$ cat src/rtl/alu8_nzvc_reg.sv
// Registered WIDTH-bit ALU: eight operations, result plus NZVC flags, one-cycle latency.
// Optional build macro ALU_SAT_EN saturates ADD/INC/SUB/DEC results on signed overflow.
module alu8_nzvc_reg #(
  parameter int WIDTH = 8
) (
  input  logic             clk,
  input  logic             rst_n,
  input  logic             in_valid,
  input  logic [WIDTH-1:0] a,
  input  logic [WIDTH-1:0] b,
  input  logic [2:0]       alu_sel,
  output logic             out_valid,
  output logic [WIDTH-1:0] result,
  output logic [3:0]       nzvc
);

  localparam logic [WIDTH-1:0] ONE = WIDTH'(1);

`ifdef ALU_SAT_EN
  function automatic logic signed [WIDTH-1:0] sat_fn(input logic signed [WIDTH-1:0] wrapped,
                                                     input logic                     ovf);
    logic signed [WIDTH-1:0] s_max;
    logic signed [WIDTH-1:0] s_min;
    s_max = {1'b0, {(WIDTH-1){1'b1}}};
    s_min = {1'b1, {(WIDTH-1){1'b0}}};
    if (!ovf) return wrapped;
    // On overflow the wrapped sign is the opposite of the true sign.
    return wrapped[WIDTH-1] ? s_max : s_min;
  endfunction
`endif

  logic [1:0]       rst_sync;
  logic             run;
  logic [WIDTH-1:0] opnd;
  logic [WIDTH:0]   sum_ext;
  logic [WIDTH:0]   diff_ext;
  logic [WIDTH-1:0] wrap;
  logic [WIDTH-1:0] res_c;
  logic             is_add;
  logic             is_sub;
  logic             decoded;
  logic             v_c;
  logic             c_c;
  logic [3:0]       nzvc_c;
  logic [WIDTH-1:0] result_p1;
  logic [3:0]       nzvc_p1;
  logic             vld_p1;

  // Assertion is immediate; release reaches the capture logic two edges later.
  always_ff @(posedge clk or negedge rst_n) begin
    if (!rst_n) rst_sync <= 2'b00;
    else        rst_sync <= {rst_sync[0], 1'b1};
  end

  assign run = rst_sync[1];

  always_comb begin
    opnd    = b;
    is_add  = 1'b0;
    is_sub  = 1'b0;
    decoded = 1'b1;
    res_c   = '0;
    v_c     = 1'b0;
    c_c     = 1'b0;
    case (alu_sel)
      3'd0: is_add = 1'b1;
      3'd1: begin is_add = 1'b1; opnd = ONE; end
      3'd2: is_sub = 1'b1;
      3'd3: begin is_sub = 1'b1; opnd = ONE; end
      3'd4: res_c = a & b;
      3'd5: res_c = a | b;
      3'd6: res_c = a ^ b;
      3'd7: res_c = ~a;
      default: decoded = 1'b0;
    endcase

    sum_ext  = {1'b0, a} + {1'b0, opnd};
    diff_ext = {1'b0, a} - {1'b0, opnd};
    wrap     = is_sub ? diff_ext[WIDTH-1:0] : sum_ext[WIDTH-1:0];

    if (is_add) begin
      v_c = (a[WIDTH-1] == opnd[WIDTH-1]) && (wrap[WIDTH-1] != a[WIDTH-1]);
      c_c = sum_ext[WIDTH];
    end
    if (is_sub) begin
      v_c = (a[WIDTH-1] != opnd[WIDTH-1]) && (wrap[WIDTH-1] != a[WIDTH-1]);
      c_c = diff_ext[WIDTH];
    end
    if (is_add || is_sub) begin
`ifdef ALU_SAT_EN
      res_c = sat_fn(wrap, v_c);
`else
      res_c = wrap;
`endif
    end

    nzvc_c = decoded ? {res_c[WIDTH-1], (res_c == '0), v_c, c_c} : 4'b0000;
  end

  // Stage p1: registered result, flags and valid
  always_ff @(posedge clk or negedge rst_n) begin
    if (!rst_n) begin
      result_p1 <= '0;
      nzvc_p1   <= 4'b0000;
      vld_p1    <= 1'b0;
    end else begin
      vld_p1 <= in_valid && run;
      if (in_valid && run) begin
        result_p1 <= res_c;
        nzvc_p1   <= nzvc_c;
      end
    end
  end

  assign out_valid = vld_p1;
  assign result    = result_p1;
  assign nzvc      = nzvc_p1;

endmodule

$ cat config.mk
export PLATFORM = sky130hd
export DESIGN_NAME = alu8_nzvc_reg
export DESIGN_NICKNAME = d
export VERILOG_FILES = /design/src/rtl/alu8_nzvc_reg.sv
export SDC_FILE = /design/constraint.sdc
export NUM_CORES = 1
export LEC_CHECK = 0
export BUFFER_PORTS_ARGS = -buffer_cell sky130_fd_sc_hd__buf_2
export CAP_MARGIN = 20
export CORE_MARGIN = 4
export CORE_UTILIZATION = 40
export DETAILED_ROUTE_END_ITERATION = 7
export HOLD_SLACK_MARGIN = 0.08
export SLEW_MARGIN = 20
export SYNTH_ARGS = -nofsm -noshare
export SYNTH_HDL_FRONTEND = slang
export SYNTH_SLANG_ARGS = --single-unit
$ cat constraint.sdc
create_clock -name clk -period 2.7 [get_ports clk]
set_input_delay 0 -clock clk [delete_from_list [all_inputs] [get_ports clk]]
set_output_delay 0 -clock clk [all_outputs]
set_load 0.01 [all_outputs]
==> results.md <==
Clock network:
- The CTS tree is yes.
- The number of gates resized after CTS was 0.
- Counting the buffers created by CTS gives 3.
- Clock tree synthesis selected as its root buffer the cell sky130_fd_sc_hd__clkbuf_8.
- Clock-pin slew was measured on the worst setup and hold paths at 0.06 ns.
- After clock tree synthesis, the flow added hold-fix buffers numbering 1.
- In this run the deepest clock path goes through 2 buffers.
- The number of H-tree levels is 1.
- The number of buffers added for setup after CTS is 0.
- Counting every sink on the clock net gives 14.
- The worst-skew pair later-pin latency is 0.24 ns.

Outcome:
- The flow ran to the end, and the final reports show no timing, DRC or antenna violations.

Setup path:
- The cell class contributing the biggest share of worst-path delay is compound AO/OA/AOI/OAI gates.
- The critical path class is in -> reg.
- The critical path crosses 12 cells after its start point.
- STA classifies the critical path endpoint as a flop.
- On the worst path, the slowest cell contributes a delay of 0.40 ns.
- The reg2reg setup slack is 1.13 ns.
- The startpoint identified for the worst register-to-register timing path is rst_sync[1].
- Along the worst path, the maximum fanout reaches 3.
- For the worst setup path, the data required time is 2.85 ns.
- The critical path startpoint category is an input pin.
- For the worst flop-to-flop path, the logic depth is 6.
- For the worst setup path, the data arrival time is 2.23 ns.
- The critical path buffer and inverter count is 2.
- The endpoint of the lowest-slack register-to-register path is nzvc[2].
- Walking the worst path, the cells encountered are buf_2 > inv_1 > nand2_1 > nand2_1 > ha_1 > fa_1 > nand2b_1 > a41o_1 > nand2b_1 > a221oi_2 > nand4_1 > o31ai_2.
- The slowest stage of the critical path is the sky130_fd_sc_hd__fa_1 cell.

Yosys:
- The count of synthesis-stage warnings from yosys is 0.
- The number of different library cells used by synthesis comes to 56.
- The largest family of logic cells by synthesized area is adder cells.
- After synthesis, flip-flops and latches occupy 17.6% of the total area.
- After synthesis the cells add up to 2000 µm².
- The number of nets handed over by synthesis was 290.
- The synthesized netlist devotes 2.19% of its cell area to XOR and XNOR gates.
- Of the total synthesized cell area, the portion taken by AND, OR, NAND and NOR gates is 16.6%.
- Measured against the total synthesized area, the mux share comes to 10.5%.
- The number of enable-type register cells in the synthesized netlist is 0.
- After synthesis, the mean cell area works out to 8.60 µm².
- The synthesized netlist devotes 23.3% of its cell area to adder and majority cells.
- The leading register cell type out of synthesis is sky130_fd_sc_hd__dfrtp_1.
- Summing the areas of all compound-gate instances in the mapped netlist gives 20.1% of the synthesized area.
- After technology mapping, the gate count stands at 232.
- After synthesis, the share of flip-flops with an asynchronous set or reset is 100%.
- Counting flops and latches in the post-synthesis netlist gives 14.

Floorplan:
- From bottom edge to top edge, the die measures 78.6 µm.
- For this configuration, the core starts out at a cell density of 41.7%.
- The number of placement rows is 25.
- The floorplan step defined a die boundary enclosing 6180 µm².
- The placeable core area is 4790 µm².
- The die is 78.6 µm wide.
- The I/O pin total is 35.

Detailed routing:
- The final routed wirelength across all metal layers is 4510 µm.
- The final route contains 1736 vias.
- The DRC violation count after routing is 0.
- In the final routed layout, each cell accounts on average for 13.5 µm.
- The mean number of vias per cell is 5.20.
- The count of nets left with antenna violations once routing finished came out at 0.
- The count of routing violations after the opening detailed-route iteration is 64.
- The pre-antenna-repair detailed-routing pass consisted of 4 iterations.

STA:
- The number of hold violations in the final report is 0.
- Of the available clock period, the critical path in the final layout requires 77.0%.
- Across all hold checks on the routed design, the worst slack comes to 0.187 ns.
- The max-slew violation total from the final report is 0.
- The maximum clock rate is 481 MHz.
- After routing, the total negative slack on setup checks comes to 0 ns.
- The slew of the pin with the lowest slew margin is 0.560 ns.
- The routed design could run at a clock period as short as 2.08 ns.
- Setup repair after global routing left no endpoint under its margin.
- Setup violations remaining at the end of the flow were counted as 0.
- In this run the tightest slew margin relative to its limit is 62.6%.
- The clock skew is 0.00312 ns.

Placement:
- The count of input and output buffers is 34.
- The last weighted congestion value of the routability-driven placer is 0.850.
- The detailed-placement wirelength estimate is 3790 µm.

Global routing:
- Entering global routing, the biggest net connects 26 pins.
- The global-route total usage across every layer is 16.1%.
- Global routing finished with a remaining overflow of 0.
- The number of global-route vias before repair is 1819.
- The initial antenna violation count is 0.
- The first global-routing pass estimated 8090 µm of wire.

Cells and area:
- The area of the multi-input gates is 1450 µm².
- The total inserted antenna cells is 0.
- The footprint of the flip-flops and latches is 350 µm².
- The final net count is 327.
- The post-synthesis to final-layout area growth is 14.7%.
- In the final layout, the share of cells above drive strength 1 is 23.2%.
- The count of fill cells added during filler insertion is 503.

Job:
- The count of max-cap constraint violations is 0.

Power and ir drop:
- Dividing total power by cell area gives a power density of 358 nW/µm².
- The analysis attributes to cell leakage a power of 0.00121 µW.
- The largest voltage drop on the vdd net is 0.158 mV.

Hold path:
- The worst hold-check path type is in -> async.
==> cell type report <==
cell class	instances	share of cell area, %
flip-flops and latches	14	15.3
clock buffers	3	1.80
multi-input cells	171	63.5
well taps	67	3.66
repair buffers	39	9.18
inverters	40	6.56
==> worst register-to-register path, cell delays in order, from the launching register on <==
cell and delay [ns]:
sky130_fd_sc_hd__dfrtp_1 0.32, sky130_fd_sc_hd__nand2_1 0.24, sky130_fd_sc_hd__clkinv_1 0.26, sky130_fd_sc_hd__o21ai_0 0.14, sky130_fd_sc_hd__nor3b_2 0.18, sky130_fd_sc_hd__nand4_1 0.14
sky130_fd_sc_hd__o31ai_2 0.20
==> worst max-delay path by stage <==
stage          slack (ns)  startpoint         to
2_1_floorplan        0.49  alu_sel[0]  result[6]
3_3_place_gp         0.38  alu_sel[2]    nzvc[2]
3_5_place_dp         0.38  alu_sel[2]    nzvc[2]
4_1_cts              0.61  alu_sel[2]    nzvc[2]
5_1_grt              0.45  alu_sel[2]  result[6]
6_report             0.62  alu_sel[2]    nzvc[2]
==> metal layers <==
layer  routed length [µm]  share of wire (%)  vias up  track usage [%]
met5                    0                  0        -                0
met4                  114                2.5        0             4.72
met3                  161                3.6       10             2.52
met2                 2220                 49       41             29.4
met1                 2020                 45      802             19.2
li1                     -                  -      883                -
==> where the power goes <==
part / leakage (µW) / switching, µW / internal, µW / total, µW
Clock: 0.0000216 / 69.0 / 98.5 / 168
Sequential: 0.000173 / 17.0 / 242 / 259
Combinational: 0.00102 / 218 / 176 / 394
Total: 0.00121 / 304 / 517 / 821
==> flip-flops by register name, indices dropped and copies added, names as in the netlist <==
name,flops
out_valid,1
rst_sync,2
nzvc,3
result,8
==> synth_stat cells (all sizes together) (2+ instances only) <==
library cell,n,area share (%)
a31oi,2,0.63
nor2,10,1.9
nor3b,2,1.3
fa,2,2.0
clkbuf,2,0.38
nor3,5,1.3
ha,34,21
nand2b,7,2.2
o211ai,3,1.1
xnor2,4,1.8
a211oi,2,0.75
a211o,2,0.88
nor2b,6,1.9
a21oi,10,2.5
mux4,5,5.6
o21ai,7,1.8
o311ai,2,1.3
mux2i,3,1.5
inv,39,7.3
o31ai,5,2.1
buf,5,1.7
nand2,23,4.3
o211a,4,2.0
o22ai,2,0.63
mux2,6,3.4
dfrtp,14,18
o21bai,2,0.75
or2,4,1.3
==> cell usage in the layout, fill, tap and decap left out, types with 3 or more instances in the layout <==
cell	n
sky130_fd_sc_hd__inv_1	38
sky130_fd_sc_hd__ha_1	34
sky130_fd_sc_hd__buf_2	34
sky130_fd_sc_hd__nand2_1	23
sky130_fd_sc_hd__dfrtp_1	14
sky130_fd_sc_hd__a21oi_1	10
sky130_fd_sc_hd__nor2_1	10
sky130_fd_sc_hd__nand2b_1	7
sky130_fd_sc_hd__nor2b_1	6
sky130_fd_sc_hd__nor3_1	5
sky130_fd_sc_hd__o21ai_0	5
sky130_fd_sc_hd__mux4_2	5
sky130_fd_sc_hd__o31ai_1	4
sky130_fd_sc_hd__xnor2_1	4
sky130_fd_sc_hd__mux2_2	4
sky130_fd_sc_hd__o211a_1	4
sky130_fd_sc_hd__buf_4	4
sky130_fd_sc_hd__o211ai_1	3
sky130_fd_sc_hd__mux2i_1	3
sky130_fd_sc_hd__clkbuf_8	3
==> per-stage QoR <==
step	area (µm²)	power, µW	utilization (%)	instances	worst slack (ns)
after floorplan	2000	536	-	232	0.488
after global placement	2240	652	46.8	330	0.378
after detailed placement	2240	661	46.8	330	0.376
after CTS	2290	831	47.8	334	0.612
after global routing	2290	896	47.8	334	0.454
final	2290	821	47.8	334	0.620
==> cell families (layout without fill, tap and decap cells) <==
logic type               Yosys count  in the layout
AND/OR/NAND/NOR                   64             64
AO/OA/AOI/OAI                     51             51
other                              1              1
flip-flops                        14             14
XOR/XNOR                           5              5
multiplexers                      14             14
buffers and inverters             47             82
adder cells (fa/ha/maj)           36             36
No activity file was read; power rests on OpenSTA's default activity.
